File: src/rtl/load_store_unit_if.sv
// Bus bundle for load_store_unit: execute-stage request, data-memory port and load writeback.
// The LSU connects through the slave modport; the environment drives the master side.
interface load_store_unit_if;
  logic        req_valid;
  logic        req_ready;
  logic        mem_read;
  logic        mem_write;
  logic [1:0]  mem_size;
  logic        mem_unsigned;
  logic [31:0] addr;
  logic [31:0] wdata;
  logic [4:0]  rd_addr;

  logic        dmem_req_valid;
  logic        dmem_req_ready;
  logic        dmem_we;
  logic [31:0] dmem_addr;
  logic [3:0]  dmem_wstrb;
  logic [31:0] dmem_wdata;
  logic        dmem_rsp_valid;
  logic [31:0] dmem_rdata;

  logic        wb_valid;
  logic [4:0]  wb_rd_addr;
  logic [31:0] wb_data;
  logic        done;
  logic        misalign_err;

  modport slave (
    input  req_valid, mem_read, mem_write, mem_size, mem_unsigned, addr, wdata, rd_addr,
    input  dmem_req_ready, dmem_rsp_valid, dmem_rdata,
    output req_ready, dmem_req_valid, dmem_we, dmem_addr, dmem_wstrb, dmem_wdata,
    output wb_valid, wb_rd_addr, wb_data, done, misalign_err
  );

  modport master (
    output req_valid, mem_read, mem_write, mem_size, mem_unsigned, addr, wdata, rd_addr,
    output dmem_req_ready, dmem_rsp_valid, dmem_rdata,
    input  req_ready, dmem_req_valid, dmem_we, dmem_addr, dmem_wstrb, dmem_wdata,
    input  wb_valid, wb_rd_addr, wb_data, done, misalign_err
  );
endinterface

File: src/rtl/load_store_unit.sv
// Single-outstanding load/store unit with byte/half/word lane steering and load extension.
// Define LSU_MISALIGN_TRAP_EN to reject misaligned and reserved-size accesses with misalign_err.
module load_store_unit (
  input logic               clk,
  input logic               rst,
  load_store_unit_if.slave  io_lsu
);

  typedef enum logic [1:0] {StIdle, StReq, StWaitRsp, StFin} state_e;

  state_e      r_state, w_state_d;
  logic [31:0] r_addr, r_wdata, r_ldata;
  logic [1:0]  r_size;
  logic [4:0]  r_rd;
  logic        r_unsigned, r_is_store, r_is_load, r_misalign;

  logic        w_accept, w_misalign_in, w_in_req, w_fin;
  logic [1:0]  w_off;
  logic [3:0]  w_strb;
  logic [31:0] w_wdata, w_shift, w_ldata;

  assign io_lsu.req_ready = (r_state == StIdle);
  assign w_accept         = io_lsu.req_valid & io_lsu.req_ready;

`ifdef LSU_MISALIGN_TRAP_EN
  assign w_misalign_in = (io_lsu.mem_read | io_lsu.mem_write) &
                         (((io_lsu.mem_size == 2'd1) & io_lsu.addr[0]) |
                          ((io_lsu.mem_size == 2'd2) & (io_lsu.addr[1:0] != 2'b00)) |
                          (io_lsu.mem_size == 2'd3));
`else
  assign w_misalign_in = 1'b0;
`endif

  always_comb begin
    w_state_d = r_state;
    case (r_state)
      StIdle: begin
        if (w_accept) begin
          if (w_misalign_in || !(io_lsu.mem_read || io_lsu.mem_write)) w_state_d = StFin;
          else                                                        w_state_d = StReq;
        end
      end
      StReq:     if (io_lsu.dmem_req_ready) w_state_d = r_is_store ? StFin : StWaitRsp;
      StWaitRsp: if (io_lsu.dmem_rsp_valid) w_state_d = StFin;
      StFin:     w_state_d = StIdle;
      default:   w_state_d = StIdle;
    endcase
  end

  // Halves force lane alignment; word and reserved size always start at lane 0.
  always_comb begin
    w_off   = 2'b00;
    w_strb  = 4'b1111;
    w_wdata = r_wdata;
    case (r_size)
      2'd0: begin
        w_off   = r_addr[1:0];
        w_strb  = 4'b0001 << r_addr[1:0];
        w_wdata = {4{r_wdata[7:0]}};
      end
      2'd1: begin
        w_off   = {r_addr[1], 1'b0};
        w_strb  = 4'b0011 << {r_addr[1], 1'b0};
        w_wdata = {2{r_wdata[15:0]}};
      end
      default: ;
    endcase
  end

  assign w_shift = io_lsu.dmem_rdata >> {w_off, 3'b000};

  always_comb begin
    w_ldata = w_shift;
    case (r_size)
      2'd0:    w_ldata = {{24{w_shift[7] & ~r_unsigned}}, w_shift[7:0]};
      2'd1:    w_ldata = {{16{w_shift[15] & ~r_unsigned}}, w_shift[15:0]};
      default: ;
    endcase
  end

  always_ff @(posedge clk or posedge rst) begin
    if (rst) begin
      r_state    <= StIdle;
      r_addr     <= '0;
      r_wdata    <= '0;
      r_ldata    <= '0;
      r_size     <= '0;
      r_rd       <= '0;
      r_unsigned <= 1'b0;
      r_is_store <= 1'b0;
      r_is_load  <= 1'b0;
      r_misalign <= 1'b0;
    end else begin
      r_state <= w_state_d;
      if (w_accept) begin
        r_addr     <= io_lsu.addr;
        r_wdata    <= io_lsu.wdata;
        r_size     <= io_lsu.mem_size;
        r_rd       <= io_lsu.rd_addr;
        r_unsigned <= io_lsu.mem_unsigned;
        r_is_store <= io_lsu.mem_write;
        r_is_load  <= io_lsu.mem_read & ~io_lsu.mem_write;
        r_misalign <= w_misalign_in;
      end
      if ((r_state == StWaitRsp) && io_lsu.dmem_rsp_valid) r_ldata <= w_ldata;
    end
  end

  assign w_in_req = (r_state == StReq);
  assign w_fin    = (r_state == StFin);

  assign io_lsu.dmem_req_valid = w_in_req;
  assign io_lsu.dmem_we        = w_in_req & r_is_store;
  assign io_lsu.dmem_addr      = w_in_req ? {r_addr[31:2], 2'b00} : 32'd0;
  assign io_lsu.dmem_wstrb     = (w_in_req & r_is_store) ? w_strb : 4'd0;
  assign io_lsu.dmem_wdata     = (w_in_req & r_is_store) ? w_wdata : 32'd0;

  assign io_lsu.done       = w_fin & ~r_misalign;
  assign io_lsu.wb_valid   = w_fin & r_is_load & ~r_misalign;
  assign io_lsu.wb_rd_addr = r_rd;
  assign io_lsu.wb_data    = r_ldata;

`ifdef LSU_MISALIGN_TRAP_EN
  assign io_lsu.misalign_err = w_fin & r_misalign;
`else
  assign io_lsu.misalign_err = 1'b0;
`endif

endmodule

File: src/flat_wrapper.sv
// flat-port wrapper written by rule: the top's interface ports become plain ports
module load_store_unit_flat 
  (clk, rst, io_lsu_req_valid, io_lsu_mem_read, io_lsu_mem_write, io_lsu_mem_size, io_lsu_mem_unsigned, io_lsu_addr, io_lsu_wdata, io_lsu_rd_addr, io_lsu_dmem_req_ready, io_lsu_dmem_rsp_valid, io_lsu_dmem_rdata, io_lsu_req_ready, io_lsu_dmem_req_valid, io_lsu_dmem_we, io_lsu_dmem_addr, io_lsu_dmem_wstrb, io_lsu_dmem_wdata, io_lsu_wb_valid, io_lsu_wb_rd_addr, io_lsu_wb_data, io_lsu_done, io_lsu_misalign_err);
  load_store_unit_if io_lsu_i ();
  input logic clk;
  input logic rst;
  input wire logic [$bits(io_lsu_i.req_valid)-1:0] io_lsu_req_valid;
  input wire logic [$bits(io_lsu_i.mem_read)-1:0] io_lsu_mem_read;
  input wire logic [$bits(io_lsu_i.mem_write)-1:0] io_lsu_mem_write;
  input wire logic [$bits(io_lsu_i.mem_size)-1:0] io_lsu_mem_size;
  input wire logic [$bits(io_lsu_i.mem_unsigned)-1:0] io_lsu_mem_unsigned;
  input wire logic [$bits(io_lsu_i.addr)-1:0] io_lsu_addr;
  input wire logic [$bits(io_lsu_i.wdata)-1:0] io_lsu_wdata;
  input wire logic [$bits(io_lsu_i.rd_addr)-1:0] io_lsu_rd_addr;
  input wire logic [$bits(io_lsu_i.dmem_req_ready)-1:0] io_lsu_dmem_req_ready;
  input wire logic [$bits(io_lsu_i.dmem_rsp_valid)-1:0] io_lsu_dmem_rsp_valid;
  input wire logic [$bits(io_lsu_i.dmem_rdata)-1:0] io_lsu_dmem_rdata;
  output wire logic [$bits(io_lsu_i.req_ready)-1:0] io_lsu_req_ready;
  output wire logic [$bits(io_lsu_i.dmem_req_valid)-1:0] io_lsu_dmem_req_valid;
  output wire logic [$bits(io_lsu_i.dmem_we)-1:0] io_lsu_dmem_we;
  output wire logic [$bits(io_lsu_i.dmem_addr)-1:0] io_lsu_dmem_addr;
  output wire logic [$bits(io_lsu_i.dmem_wstrb)-1:0] io_lsu_dmem_wstrb;
  output wire logic [$bits(io_lsu_i.dmem_wdata)-1:0] io_lsu_dmem_wdata;
  output wire logic [$bits(io_lsu_i.wb_valid)-1:0] io_lsu_wb_valid;
  output wire logic [$bits(io_lsu_i.wb_rd_addr)-1:0] io_lsu_wb_rd_addr;
  output wire logic [$bits(io_lsu_i.wb_data)-1:0] io_lsu_wb_data;
  output wire logic [$bits(io_lsu_i.done)-1:0] io_lsu_done;
  output wire logic [$bits(io_lsu_i.misalign_err)-1:0] io_lsu_misalign_err;
  assign io_lsu_i.req_valid = io_lsu_req_valid;
  assign io_lsu_i.mem_read = io_lsu_mem_read;
  assign io_lsu_i.mem_write = io_lsu_mem_write;
  assign io_lsu_i.mem_size = io_lsu_mem_size;
  assign io_lsu_i.mem_unsigned = io_lsu_mem_unsigned;
  assign io_lsu_i.addr = io_lsu_addr;
  assign io_lsu_i.wdata = io_lsu_wdata;
  assign io_lsu_i.rd_addr = io_lsu_rd_addr;
  assign io_lsu_i.dmem_req_ready = io_lsu_dmem_req_ready;
  assign io_lsu_i.dmem_rsp_valid = io_lsu_dmem_rsp_valid;
  assign io_lsu_i.dmem_rdata = io_lsu_dmem_rdata;
  assign io_lsu_req_ready = io_lsu_i.req_ready;
  assign io_lsu_dmem_req_valid = io_lsu_i.dmem_req_valid;
  assign io_lsu_dmem_we = io_lsu_i.dmem_we;
  assign io_lsu_dmem_addr = io_lsu_i.dmem_addr;
  assign io_lsu_dmem_wstrb = io_lsu_i.dmem_wstrb;
  assign io_lsu_dmem_wdata = io_lsu_i.dmem_wdata;
  assign io_lsu_wb_valid = io_lsu_i.wb_valid;
  assign io_lsu_wb_rd_addr = io_lsu_i.wb_rd_addr;
  assign io_lsu_wb_data = io_lsu_i.wb_data;
  assign io_lsu_done = io_lsu_i.done;
  assign io_lsu_misalign_err = io_lsu_i.misalign_err;
  load_store_unit u_core (.clk(clk), .rst(rst), .io_lsu(io_lsu_i));
endmodule
File: config.mk
export PLATFORM = sky130hd
export DESIGN_NAME = load_store_unit_flat
export DESIGN_NICKNAME = d
export VERILOG_FILES = /design/src/rtl/load_store_unit_if.sv /design/src/rtl/load_store_unit.sv /design/src/flat_wrapper.sv
export SDC_FILE = /design/constraint.sdc
export NUM_CORES = 1
export LEC_CHECK = 0
export CAP_MARGIN = 20
export CORE_MARGIN = 10
export CORE_UTILIZATION = 44
export CTS_CLUSTER_DIAMETER = 80
export DETAILED_ROUTE_END_ITERATION = 6
export PLACE_DENSITY = 0.85
export SYNTH_ARGS = -nofsm -noshare
export SYNTH_HDL_FRONTEND = slang
export SYNTH_SLANG_ARGS = --single-unit
File: constraint.sdc
create_clock -name clk -period 4.1 [get_ports clk]
set_input_delay 0.615 -clock clk [delete_from_list [all_inputs] [get_ports clk]]
set_output_delay 0.615 -clock clk [all_outputs]
set_load 0.005 [all_outputs]
* After elaboration in Yosys (flattened, before gate mapping) *
Index checks and enable logic that the tools add are counted.

word-level totals
  register bits = 108
  input port bits = 111
  output and inout port bits = 111
  logic and storage cells = 45

cells by class
  eq/ne operators = 7
  shift operators = 3
  muxes and demuxes = 13
  bitwise gates (word level) = 8
  reduce and logical (&&, ||, !) cells = 5

operators with widths
  kind                   count
  $pmux W32 S2           2
  $mux W32               2
  $shr A32 B5 Y32        1
  $mux W2                4
  $pmux W2 S4            1
  $pmux W4 S2            1
  $and A1 B1 Y1          6
  $ne A2 B2 Y1 const B   3
  $eq A2 B1 Y1 const B   2
  $eq A2 B2 Y1 const B   2
  $logic_not A2 Y1       2
  $mux W4                1
  $pmux W2 S2            1
  $shl A1 B2 Y4 const A  1
  $shl A2 B2 Y4 const A  1
  $reduce_and A3 Y1      1
  $not A1 Y1             2
  $logic_and A1 B1 Y1    1
  $logic_or A1 B1 Y1     1
  $mux W1                1

* Logic depth before layout (Yosys ltp) *
Gate-level depths: netlist of run 1.

  depth in word-level cells = 5
  depth in mapped cells = 8
  mapped depth without buffers = 6

* Worst setup path after synthesis of run 1 *
Ideal clock, no wire load.

  path type = register -> output
  start point = register u_core.r_state[1]
  end point = output port io_lsu_dmem_wdata[16]
  arrival time = 1425 ps
  required time = 3485 ps
  path slack = 2060 ps
  cell stages (with the launch flop) = 7
  buffers on the path = 2
  cells stage by stage = dfrtp_1 > inv_1 > ha_1 > nand2_1 > clkbuf_1 > clkbuf_1 > nor2_1

between the ends
  longest elaborated chain between the ends = 3

ends and longest elaborated chain
  what                       line                    source
  start: declaration         load_store_unit.sv:11   state_e r_state, w_state_d;
  start signal: assignment   load_store_unit.sv:83   r_state <= StIdle;
  start signal: assignment   load_store_unit.sv:94   r_state <= w_state_d;
  $eq A2 B1 Y1               load_store_unit.sv:109  assign w_in_req = (r_state == StReq);
  via io_lsu_dmem_req_valid  flat_wrapper.sv:19      output wire logic [$bits(io_lsu_i.dmem_req_valid)-1:0] io_lsu_dmem_req_valid;
  $and A1 B1 Y1              load_store_unit.sv:116  assign io_lsu.dmem_wdata = (w_in_req & r_is_store) ? w_wdata : 32'd0;
  $mux W32                   load_store_unit.sv:116
  end: declaration           flat_wrapper.sv:23      output wire logic [$bits(io_lsu_i.dmem_wdata)-1:0] io_lsu_dmem_wdata;

The timed path passes the listed nets, and every way through them passes these cells.

* Final worst setup path of run 1 *
  start point = register u_core.r_size[0]
  end point = output port io_lsu_dmem_wdata[15]

between the ends
  longest elaborated chain between the ends = 3
  elaborated cells between the ends (all ways) = 4
  classes of those cells = eq/ne (1); mux (2); reduce/logical (1)

ends and longest elaborated chain
  what                                              line                    source
  start: declaration                                load_store_unit.sv:13   logic [1:0] r_size;
  start signal: assignment                          load_store_unit.sv:98   r_size <= io_lsu.mem_size;
  $eq A2 B1 Y1 or $logic_not A2 Y1 (tied branches)  load_store_unit.sv:55   case (r_size)
  $pmux W32 S2 *                                    load_store_unit.sv:55
  $mux W32 *                                        load_store_unit.sv:116

Every way passes the cells marked *; elsewhere a longest branch is shown, timed or not.

==> results of run 1 <==
sequential cells by signal, summed over array words and instances, names as in the netlist:
name,flops
u_core.io_lsu.wb_rd_addr,5
u_core.r_is_load,1
u_core.io_lsu.wb_data,32
u_core.r_size,2
u_core.r_is_store,1
u_core.r_state,2
u_core.r_addr,32
u_core.r_unsigned,1
u_core.r_wdata,32
stage by stage:
| stage | setup slack [ns] | power (mW) | hold slack, ns |
|---|---|---|---|
| after CTS | 0.841 | 6.03 | 0.483 |
| final | 0.873 | 6.00 | 0.483 |
| after global placement | 1.27 | 4.93 | 0.460 |
| after detailed placement | 1.23 | 5.04 | 0.467 |
| after global routing | 0.669 | 6.41 | 0.499 |
| after floorplan | 0.639 | 3.63 | 0.442 |
logic make-up after synthesis:
logic type      after synthesis  share of synthesized area
other cells                   1                   0.000686
fa+ha+maj                     5                     0.0114
simple gates                174                      0.155
buf+inv                      43                     0.0380
compound gates               72                     0.0833
flops                       108                      0.494
mux                         101                      0.218
per-layer routing:
layer | vias up | share of wire | global-route usage
met1 | 2232 | 0.38 | 0.231
met3 | 19 | 0.13 | 0.101
met4 | 2 | 0.012 | 0.0575
met5 | - | 0.0010 | 0
met2 | 253 | 0.48 | 0.335
li1 | 2110 | - | -
power by group:
part	leakage [nW]	internal (mW)	switching [mW]
Combinational	1.96	1.70	1.29
Clock	0.162	0.570	0.397
Sequential	1.27	1.61	0.436
cell usage in the layout (no fill, tap or decap), types with 2 or more instances in the layout:
master,count
o2bb2ai_1,4
clkbuf_16,9
and3_1,8
nor3_1,4
mux4_2,7
nand2_1,59
clkbuf_8,2
clkdlybuf4s50_1,218
a21oi_2,10
o21ai_0,3
inv_1,5
bufinv_16,2
buf_4,3
o31ai_1,3
dfrtp_1,107
and2_1,32
nand2b_1,4
nor2_1,56
mux2_2,73
nor2b_1,2
ha_1,5
conb_1,3
a21oi_1,47
mux2i_1,21
worst reg2reg max path, cell delays in order, from the launching register on:
cell	delay (ns)
dfrtp_2	0.60
buf_4	0.34
nand2b_1	0.46
a211oi_2	0.40
nor4b_4	0.10
a31oi_4	0.53
a21oi_1	0.14
cell type report:
cell class,instances,area [um2],share of cell area
Clock buffer,11,253,0.0312
Multi-Input combinational cell,355,2570,0.318
Sequential cell,108,2700,0.334
Timing Repair Buffer,223,2250,0.278
Inverter,6,25.0,0.00309
Clock inverter,5,81.3,0.0100
Tap cell,168,210,0.0260
worst min-delay path by stage:
stage / cells past startpoint / slack [ns] / start / to
floorplan: 2 / 0.44 / u_core.r_is_load$_DFFE_PP0P_ / u_core.r_is_load$_DFFE_PP0P_
global placement: 2 / 0.46 / u_core.io_lsu.wb_data[1]$_DFFE_PP0P_ / u_core.io_lsu.wb_data[1]$_DFFE_PP0P_
detailed placement: 2 / 0.47 / u_core.io_lsu.wb_data[7]$_DFFE_PP0P_ / u_core.io_lsu.wb_data[7]$_DFFE_PP0P_
CTS: 2 / 0.48 / u_core.io_lsu.wb_data[1]$_DFFE_PP0P_ / u_core.io_lsu.wb_data[1]$_DFFE_PP0P_
global route: 2 / 0.50 / u_core.io_lsu.wb_data[1]$_DFFE_PP0P_ / u_core.io_lsu.wb_data[1]$_DFFE_PP0P_
finish: 2 / 0.48 / u_core.io_lsu.wb_data[3]$_DFFE_PP0P_ / u_core.io_lsu.wb_data[3]$_DFFE_PP0P_
==> impl_metrics.ini, run 1 <==
[clock_network]
cts-htree-levels = 3
cts_buffers = 9
hold_buffers = 0
cts_tree = built
worstSkewPairLatency_ns = 0.35
cts_setup_buffers = 0
path_clk_slew_ns = 0.07
cts_max_path_buffers = 2
cts_resized = 0
cts_root_buf = clkbuf_16
cts_sinks = 108

[floorplan]
ios = 222
coreArea_um2 = 12100
die_area_um2 = 17300
die_y_um = 131
dieWidth_um = 131
initial_utilization = 0.451
rows = 40

[synth]
synth_cells = 504
syn_avg_cell_area_um2 = 10.8
synth_edf_count = 0
synthFlopType = dfrtp_1
ys_types = 37
synth_top_cell_by_area = dfrtp_1
seq_area_frac_synth = 0.494
synth.top_cell.area_share = 0.494
syn_area_um2 = 5470
synth-seq-cells = 108
synth_area_leaders = dfrtp_1 (49%), mux2_2 (15%), a21oi_1 (4.3%), nand2_1 (4.1%), mux2i_1 (3.8%)
synth_most_common_cell = dfrtp_1
ys_top_cells_by_count = dfrtp_1 (108), mux2_2 (73), nand2_1 (60)
ys.warnings.count = 0
async_flop_share = 1.00

[sta]
skew_ns = 0.00723
tns_ns = 0
period_needed_ns = 3.23
timing.fmax_ghz = 0.310
finalSetupViolations = 0
hold_viol = 0
rsz0062_at_grt = false
tightest_slew_ns = 1.00
fin_crit_sh = 0.787
drv_slew = 0
slew_headroom = 0.333

[final_layout]
syn2layout_area_growth_pct = 48.1
n_fill_cell = 918
layout-drive-gt1-share = 0.171
nNetsFinal = 819
post_layout_nonfiller_instances = 876
diodes = 0
utilization = 0.669
stdcell_area_um2 = 8100

[outcome]
outcome = completed

[placed_design]
placed_cells = 859
place_area_um2 = 7740
place_hpwl_mm = 13.5
numPortBuffers = 218
routabilityCongestion = 0.883

[detailed_routing]
vias = 4616
wl_per_cell_um = 20.5
ant_nets = 0
wl_mm = 17.9
dr.pass1.iters = 5
post-route-drc-count = 0
viasPerCell = 5.27
drt_iter0_drc = 353

[worst_setup_path]
crit_buf_inv = 2
end_kind = primary output
timing_worst_setup_path_type = reg2out
cp_slowest_stage_delay_ns = 0.57
reg2reg_from = u_core.r_size[1]$_DFFE_PP0P_
slowest_stage = clkdlybuf4s50_1
r2r_cells = 6
r2r_end = u_core.io_lsu.wb_data[27]$_DFFE_PP0P_
crit_family = buffers and inverters
cp.depth = 5
critPathRequiredTime_ns = 3.48
timing.critical_path.to = io_lsu_dmem_wdata[15]
start_kind = register
path_cells = buf_4 > nor2_1 > nand2_1 > a21oi_1 > clkdlybuf4s50_1
cp.arrival_ns = 2.61
setup.worst_path.start = u_core.r_size[0]$_DFFE_PP0P_
ff2ff_setup_slack_ns = 1.38
path_max_fanout = 9

[global_route]
grt_usage = 0.205
gr-total-overflow = 0
grt_pass1_vias = 5010
grt_pass1_wl_mm = 28.3
antenna_found_initial = 1
grt_max_degree = 76

[power_and_ir_drop]
ir_drop_v = 0.000446
power_density_nw_per_um2 = 741
p_leak_nw = 3.40

[hold_path]
min_path_type = reg2reg

[run]
drv_cap = 0
Note: power is estimated with default switching activity, not from simulation.
==> run 2, diff against run 1 <==
CORE_UTILIZATION = 39   (was 44)
PLACE_DENSITY = 0.79   (was 0.85)
clock period = 2.68 ns   (was 4.1 ns; I/O delays follow)
==> run 2 against run 1 <==
  * Global-route usage fell by 2.9 points
  * Sequential cell count did not move
  * Non-clock buffer count rose by 10
  * Cell count rose by 2.5%
  * First-iteration DRC count fell by 22%
  * Die area rose by 11%
  * Largest power group unchanged
==> impl_metrics.ini, run 2 (synthesis gave the netlist of run 1 again) <==
[sta]
fin_crit_sh = 0.937
finalSetupViolations = 0
rsz0062_at_grt = false
tightest_slew_ns = 0.606
drv_slew = 0
slew_headroom = 0.596
setup_ws_ns = 0.170
skew_ns = 0.00857
tns_ns = 0
period_needed_ns = 2.51
hold_viol = 0
timing.fmax_ghz = 0.398

[worst_setup_path]
start_kind = register
end_kind = primary output
cp.arrival_ns = 2.11
timing_worst_setup_path_type = reg2out
path_max_fanout = 18
reg2reg_from = u_core.r_size[1]$_DFFE_PP0P_
r2r_end = u_core.io_lsu.wb_data[30]$_DFFE_PP0P_
r2r_cells = 6
setup.worst_path.start = u_core.r_size[1]$_DFFE_PP0P_
ff2ff_setup_slack_ns = 0.42
critPathRequiredTime_ns = 2.28
timing.critical_path.to = io_lsu_dmem_wstrb[1]

[power_and_ir_drop]
ir_drop_v = 0.000519
p_leak_nw = 3.43
power_density_nw_per_um2 = 1120

[floorplan]
dieWidth_um = 138
ios = 222
initial_utilization = 0.395
die_y_um = 138
rows = 43
die_area_um2 = 19200
coreArea_um2 = 13800

[detailed_routing]
post-route-drc-count = 0
wl_per_cell_um = 19.5
drt_iter0_drc = 276
ant_nets = 0
viasPerCell = 5.15
vias = 4623
dr_wl_met3_mm = 1.61
wl_mm = 17.5
wl_met2_mm = 8.62
met1_length_mm = 6.95
top_layer_used = met4
dr.pass1.iters = 4

[run]
drv_cap = 0

[global_route]
gr-total-overflow = 0
grt_max_degree = 69
antenna_found_initial = 0
grt_usage = 0.175
grt_pass1_wl_mm = 27.3
grt_pass1_vias = 4802

[outcome]
outcome = completed

[clock_network]
cts_sinks = 108
cts_buffers = 9
hold_buffers = 0
path_clk_slew_ns = 0.07
cts-htree-levels = 3
worstSkewPairLatency_ns = 0.35
cts_max_path_buffers = 2
cts_tree = built
cts_root_buf = clkbuf_16

[placed_design]
routabilityCongestion = 0.870
place_area_um2 = 7840
numPortBuffers = 218
dp_slack_ns = 0.371
place_hpwl_mm = 13.6

[final_layout]
stdcell_area_um2 = 8180
mostFrequentLayoutCells = clkdlybuf4s50_1 (218), dfrtp_1 (107), mux2_2 (73)
multi_input_area_um2 = 2580
final_common_cell = clkdlybuf4s50_1
syn2layout_area_growth_pct = 49.5
n_fill_cell = 1115
regArea_um2 = 2700
diodes = 0
layout-drive-gt1-share = 0.188
nNetsFinal = 829

[hold_path]
min_path_type = reg2reg
run 2: how the worst min path moves through the flow:
stage                                                     from                              endpoint  cells after the start
final                     u_core.io_lsu.wb_data[5]$_DFFE_PP0P_  u_core.io_lsu.wb_data[5]$_DFFE_PP0P_                      2
after floorplan                   u_core.r_is_load$_DFFE_PP0P_          u_core.r_is_load$_DFFE_PP0P_                      2
after CTS                 u_core.io_lsu.wb_data[5]$_DFFE_PP0P_  u_core.io_lsu.wb_data[5]$_DFFE_PP0P_                      2
after detailed placement  u_core.io_lsu.wb_data[5]$_DFFE_PP0P_  u_core.io_lsu.wb_data[5]$_DFFE_PP0P_                      2
after global routing             u_core.r_addr[19]$_DFFE_PP0P_         u_core.r_addr[19]$_DFFE_PP0P_                      1
after global placement            u_core.r_is_load$_DFFE_PP0P_          u_core.r_is_load$_DFFE_PP0P_                      2
run 2: repair_timing:
item	in CTS	in global routing
hold endpoints to repair	0	0
setup buffers	0	1
resized for setup	0	8
endpoints found under the setup margin	0	15
run 2: final cells by class:
| type | instances | share of cell area |
|---|---|---|
| Sequential cell | 108 | 0.331 |
| Multi-Input combinational cell | 355 | 0.316 |
| Inverter | 6 | 0.00321 |
| Tap cell | 180 | 0.0275 |
| Clock inverter | 6 | 0.00780 |
| Timing Repair Buffer | 233 | 0.286 |
| Clock buffer | 10 | 0.0292 |
run 2: where the power goes:
group | total, mW | switching (mW) | internal (mW) | leakage [nW]
registers | 3.07 | 0.604 | 2.47 | 1.27
clock network | 1.35 | 0.602 | 0.749 | 0.144
logic | 4.71 | 2.03 | 2.68 | 2.01
run 2: metal layers:
layer | track usage | vias up
met1 | 0.204 | 2254
met2 | 0.292 | 214
met5 | 0 | -
met4 | 0.0622 | 0
met3 | 0.0637 | 26
li1 | - | 2129
run 2: through the flow:
stage | power (mW) | utilization | hold slack [ns] | cells
4_1_cts | 9.17 | 0.589 | 0.482 | 897
2_1_floorplan | 5.55 | - | 0.442 | 506
3_5_place_dp | 7.79 | 0.567 | 0.466 | 881
3_3_place_gp | 7.62 | 0.567 | 0.459 | 881
6_report | 9.13 | 0.591 | 0.482 | 898
5_1_grt | 9.77 | 0.591 | 0.516 | 898
run 2: critical path, cell delays in order (launching register included):
cell and delay [ns]:
dfrtp_2 0.50, or2_2 0.48, nor2_1 0.24, nor3_1 0.08, clkdlybuf4s50_1 0.46
